[src/rtl/demux_pkg.sv]
// Shared constants, scan-state encoding and debug view for the 1-to-16 registered demux.
package demux_pkg;

  localparam int N_CH  = 16;
  localparam int SEL_W = 4;

  typedef enum logic {
    FILL = 1'b0,
    FULL = 1'b1
  } scan_state_e;

  typedef struct packed {
    scan_state_e      state;
    logic [SEL_W-1:0] ptr;
  } scan_dbg_t;

endpackage

[src/rtl/decoder_4to16.sv]
// One-hot decoder with enable; feeds both the out write enable and the strb pulse.
module decoder_4to16
  import demux_pkg::*;
(
  input  logic [SEL_W-1:0] idx,
  input  logic             en,
  output logic [N_CH-1:0]  onehot
);

  always_comb begin
    onehot = '0;
    for (int i = 0; i < N_CH; i++) begin
      onehot[i] = en && (idx == SEL_W'(i));
    end
  end

endmodule

[src/rtl/demux_1to16_reg.sv]
// Registered 1-to-16 bit demux with optional auto-scan frame capture (DEMUX16_AUTOSCAN_EN).
// Handshake: a beat moves when in_valid && in_ready; a frame moves when frame_valid && frame_ready.
module demux_1to16_reg
  import demux_pkg::*;
#(
  parameter logic [N_CH-1:0] RESET_VAL = 16'h0000
) (
  input  logic             clk,
  input  logic             rst_n,
  input  logic             din,
  input  logic [SEL_W-1:0] sel,
  input  logic             in_valid,
  output logic             in_ready,
  input  logic             scan_mode,
  output logic [N_CH-1:0]  out,
  output logic [N_CH-1:0]  strb,
  output logic [N_CH-1:0]  frame_data,
  output logic             frame_valid,
  input  logic             frame_ready
);

  logic [SEL_W-1:0] dest;
  logic             accept;
  logic [N_CH-1:0]  wr_oh;
  logic [N_CH-1:0]  out_q, out_d;
  logic [N_CH-1:0]  strb_q, strb_d;

  assign accept = in_valid && in_ready;
  assign out    = out_q;
  assign strb   = strb_q;

  decoder_4to16 u_dec (
    .idx    (dest),
    .en     (accept),
    .onehot (wr_oh)
  );

  always_comb begin
    out_d  = (out_q & ~wr_oh) | ({N_CH{din}} & wr_oh);
    strb_d = wr_oh;
  end

  always_ff @(posedge clk or negedge rst_n) begin
    if (!rst_n) begin
      out_q  <= RESET_VAL;
      strb_q <= '0;
    end else begin
      out_q  <= out_d;
      strb_q <= strb_d;
    end
  end

`ifdef DEMUX16_AUTOSCAN_EN
  scan_state_e      state_q, state_d;
  logic [SEL_W-1:0] ptr_q, ptr_d;
  logic [N_CH-1:0]  frame_data_q, frame_data_d;
  logic             frame_valid_q, frame_valid_d;
  logic             last_beat;
  logic             xfer;
  scan_dbg_t        dbg;

  assign dbg         = '{state: state_q, ptr: ptr_q};
  assign in_ready    = scan_mode ? (!frame_valid_q || frame_ready) : 1'b1;
  assign dest        = scan_mode ? ptr_q : sel;
  assign frame_data  = frame_data_q;
  assign frame_valid = frame_valid_q;

  // Every channel is rewritten during a frame, so the frame is simply out_d on the ptr=15 beat.
  always_comb begin
    state_d       = state_q;
    ptr_d         = ptr_q;
    frame_data_d  = frame_data_q;
    frame_valid_d = frame_valid_q;
    last_beat     = accept && scan_mode && (ptr_q == {SEL_W{1'b1}});
    xfer          = frame_valid_q && frame_ready;
    if (!scan_mode) begin
      ptr_d = '0;
    end else if (accept) begin
      ptr_d = ptr_q + 1'b1;
    end
    case (state_q)
      FILL: begin
        if (last_beat) begin
          state_d       = FULL;
          frame_data_d  = out_d;
          frame_valid_d = 1'b1;
        end
      end
      FULL: begin
        if (last_beat) begin
          frame_data_d = out_d;
        end else if (xfer) begin
          state_d       = FILL;
          frame_valid_d = 1'b0;
        end
      end
      default: begin
        state_d       = FILL;
        frame_valid_d = 1'b0;
      end
    endcase
  end

  always_ff @(posedge clk or negedge rst_n) begin
    if (!rst_n) begin
      state_q       <= FILL;
      ptr_q         <= '0;
      frame_data_q  <= '0;
      frame_valid_q <= 1'b0;
    end else begin
      state_q       <= state_d;
      ptr_q         <= ptr_d;
      frame_data_q  <= frame_data_d;
      frame_valid_q <= frame_valid_d;
    end
  end
`else
  logic unused_scan_inputs;

  assign unused_scan_inputs = ^{scan_mode, frame_ready};
  assign in_ready           = 1'b1;
  assign dest               = sel;
  assign frame_data         = '0;
  assign frame_valid        = 1'b0;
`endif

endmodule
[config.mk]
export PLATFORM = sky130hd
export DESIGN_NAME = demux_1to16_reg
export DESIGN_NICKNAME = d
export VERILOG_FILES = /design/src/rtl/demux_pkg.sv /design/src/rtl/decoder_4to16.sv /design/src/rtl/demux_1to16_reg.sv
export SDC_FILE = /design/constraint.sdc
export NUM_CORES = 1
export LEC_CHECK = 0
export ABC_CLOCK_PERIOD_IN_PS = 1010
export CAP_MARGIN = 15
export CORE_ASPECT_RATIO = 0.6
export CORE_MARGIN = 2
export CORE_UTILIZATION = 42
export CTS_BUF_LIST = sky130_fd_sc_hd__clkbuf_4 sky130_fd_sc_hd__clkbuf_8
export DETAILED_ROUTE_END_ITERATION = 12
export GPL_TIMING_DRIVEN = 0
export PLACE_DENSITY_LB_ADDON = 0.15
export SLEW_MARGIN = 20
export SYNTH_ARGS = -nofsm -noshare
export SYNTH_HDL_FRONTEND = slang
export SYNTH_SLANG_ARGS = --single-unit
export TNS_END_PERCENT = 50
[constraint.sdc]
create_clock -name clk -period 1.01 [get_ports clk]
set_input_delay 0.202 -clock clk [delete_from_list [all_inputs] [get_ports clk]]
set_output_delay 0.202 -clock clk [all_outputs]
set_load 0.05 [all_outputs]
* Word-level counts from Yosys, hierarchy flattened
Index checks and enable logic that the tools add are counted.
Word-level totals: bits in latches 0, output and inout port bits 50, logic and storage cells 38, RAM bits 0, flip-flop bits (word level) 32, ROM bits 0, memories 0, input bits 10
Cells by class: equality and inequality tests 15, mux-type cells 0, divide/modulo/power cells 0, add/subtract/negate cells 0, multipliers 0, reduce and logical (&&, ||, !) cells 17, $lt $le $gt $ge 0, shift-type cells 0, bitwise logic cells 4
Operators by type and width (number):
- $and A16 B16 Y16 | 2
- $eq A4 B4 Y1 const B | 8
- $eq A4 B3 Y1 const B | 4
- $logic_and A1 B1 Y1 | 16
- $not A16 Y16 | 1
- $or A16 B16 Y16 | 1
- $eq A4 B2 Y1 const B | 2
- $eq A4 B1 Y1 const B | 1
- $logic_not A4 Y1 | 1

* Logic depth before layout (Yosys ltp)
depth after elaboration 5, gate-level depth with buffers 4, mapped depth without buffers 3

* Cells and area by module
From an unflattened synthesis, not the netlist that was laid out.
Unflattened totals: cell total of the unflattened synthesis 92, area, all modules 1290.0 sq um
By module, submodules not included:
- demux_1to16_reg | seq. area each 800.8 sq um, times used 1, cells each 69, area each 1172.4 sq um
- decoder_4to16 | seq. area each 0.0 sq um, times used 1, cells each 23, area each 117.6 sq um

* Worst setup path before layout
No wires, ideal clock.
path type input -> register, start point input port sel[3], end point register with a tool-made name, cell stages on the path 4, setup time 0.128 ns, data arrival time 1.022 ns, path slack -0.140 ns, buffers on the path 1, required time 0.882 ns, path through buf_2 -> nand2b_1 -> nor2_1 -> mux2_1
RTL lines:
- start, declared | line demux_1to16_reg.sv:11 | input logic [SEL_W-1:0] sel,

==> impl_results.md <==
- Grt ovf: 0
- Final Critical Period: ~1.0 ns
- Leak Pwr: 1.047 nW
- Initial antenna violation count: 0
- Io pins: 60
- First-pass GRT wire length: ~4000 microns
- Die area: 3587 sq um
- CP Class: reg2out
- Initial DRC Count: 23
- Area taken by multi-input logic gates: approximately 510 sq um
- Register area: between 800 and 900 sq um
- Routing usage on met3: between 10% and 20%
- Setup crit start kind: flop
- Mapped Area: roughly 1300 sq um
- Final hold violation count: 0
- Status: complete, but fails checks
- Clk buf depth: 2
- Clock latency on the worst-skew pair: about 0.28 ns
- Global routing's busiest layer: met2
- HP Class: in2reg
- DR vias: 874
- Worst r2r path cells: 3
- Synthesis Warnings: 0
- Mapped Avg Cell Area: between 10 and 15 sq um
- Required time of the critical path: between 0.8 and 0.9 ns
- Min-Delay Path Depth: 2
- Crit-path max FO: 2
- GP Congestion: between 0.7 and 0.8
- Post-synth cell types: 14
- CP top delay family: flip-flops
- Finished Layout Cells: around 210
- Worst-path clk slew: 0.06 ns
- Setup TNS: -0.2482 ns
- Die height: 47.20 microns
- Chip width: around 76 microns
- Final setup viols: 20
- DP Area: approximately 1800 sq um
- Final Skew: 0 ns
- Most common cell after layout, fill and taps aside: buf_6
- Max VDD drop: 1230 uV
- Max Slew Vio Count: 0
- CTS root buffer: clkbuf_8
- Met1 track demand over resource: approximately 17%
- #FFs+latches synth: 32
- DRC: 0
- Layout cell share with drive strength beyond 1: between 50 and 60%
- Nets: around 180
- WL per Instance: approximately 13 microns
- Largest net degree at the start of global routing: 33
- RSZ-0062 raised after global routing: true
- Antenna diode instance count: 0
- GRT met2 Usage: 25.71%
- Port Buf Inserts: 38
- Worst Setup End Kind: primary output
- Area grow syn2layout: 59.29%
- Worst Path Buf+Inv: 1
- Cell depth of the worst setup path: 1
- MaxCap Viol Count: 0
- Sequence of cells on the critical path: buf_6
- CTS tree: yes
- Final design area excluding fillers: 2081 sq um
- Vias in the first global route: 855
- Max Clk Rate: 959.9 MHz
- Cell row count: 15
- Period utilisation layout: 103.1%
- TritonCTS Buffers: 5
- Pwr dens: a little under 2000 nW/um^2
- Clock Sinks: 32
- Filler cells: between 200 and 250
- Final setup margin: -0.03178 ns
- Hpwl dp: between 1500 and 2000 microns
- WP data arrival: about 0.84 ns
- Commonest cells after routing, fill and taps aside: 34 x buf_6, 32 x dfrtp_1, 24 x buf_4
- Max stage delay on crit path: 0.40 ns
- Initial core utilization: 44.90%
- Placed cell count: between 150 and 200
- Overall power: just over 4 mW
- Final ANT Viol Nets: 0
- Total core area: 2909 sq um
- CP max-delay cell: dfrtp_1
- Initial DRT Pass Iterations: 4
- Total Routing Usage GR: around 16%
- Failing checks: negative setup slack
- Sequential area share after synthesis: between 60% and 70%
- H-tree depth: 2
- Cell count after synthesis: 96
- Wirelength, routed: between 2000 and 3000 microns
- Routed vias/inst: ~4.2
## final cells by class
class,instances,area share [%]
plain buffers,21,7.937
clock buffers,8,4.690
multi-input cells,59,24.29
flip-flops and latches,32,38.48
well taps,42,2.526
repair buffers,46,22.07
## metrics by stage
stage / setup slack (ns) / hold WS, ns / util (%)
final: -0.03178 / 0.1479 / 71.53
after global placement: -0.7647 / 0.4274 / 63.53
after CTS: -0.02965 / 0.1356 / 71.05
after detailed placement: -0.7976 / 0.2745 / 63.35
after floorplan: -0.04720 / -0.09359 / -
after global routing: -0.06316 / 0.1310 / 71.53
## cells in the mapped netlist
cell	instances	area share [%]
nand3_1	2	0.77
nor2_1	6	1.7
nand2_1	2	0.57
buf_4	18	10
nor3_2	6	4.6
nor4_2	2	1.9
buf_2	2	0.77
clkbuf_1	1	0.29
dfrtp_1	32	61
conb_1	2	0.57
nand3b_1	2	1.1
mux2_1	16	14
nor3_1	2	0.77
nand2b_1	3	1.4
## where the power goes
part / internal [mW] / switching [mW]
clock network: 0.608 / 0.431
registers: 1.44 / 0.103
logic: 0.535 / 0.956
total: 2.59 / 1.49
## timing repair
action | 4_1_cts | 5_1_grt
pin swaps | 4 | 2
buffers inserted | 4 | 2
cloned | 1 | 0
endpoints found under the setup margin | 60 | 75
hold buffers | 1 | 0
resized for setup | 257 | 3
endpoints found under the hold margin | 32 | 0
## metal layers
layer / wire [microns] / vias to the layer above
li1: - / 424
met1: 1129 / 411
met2: 1208 / 37
met3: 269 / 2
met4: 8 / 0
met5: 0 / -
## final timing paths
kind | to | from | slack (ns)
min in group asynchronous | strb[4] | rst_n | 0.42
worst min register to register | flop | flop | 0.51
worst min-delay path | strb[4] | sel[3] | 0.15
worst max register to register | flop | flop | 0
max in group asynchronous | strb[0] | rst_n | 0.29
worst max-delay path | out[3] | flop | -0.03
## worst register-to-register path, cell delays in order (launching register included)
cell and delay (ns):
dfrtp_1 0.39, buf_4 0.14, buf_4 0.12, mux2_4 0.25
## logic make-up (layout without fill, tap and decap cells)
group	Yosys count	in the layout	synth area share [%]
mux	16	16	13.79
simple gates	25	25	12.93
other cells	2	18	0.5749
flops	32	32	61.30
buf+inv	21	75	11.40
Power figures use the tool's default switching activity.
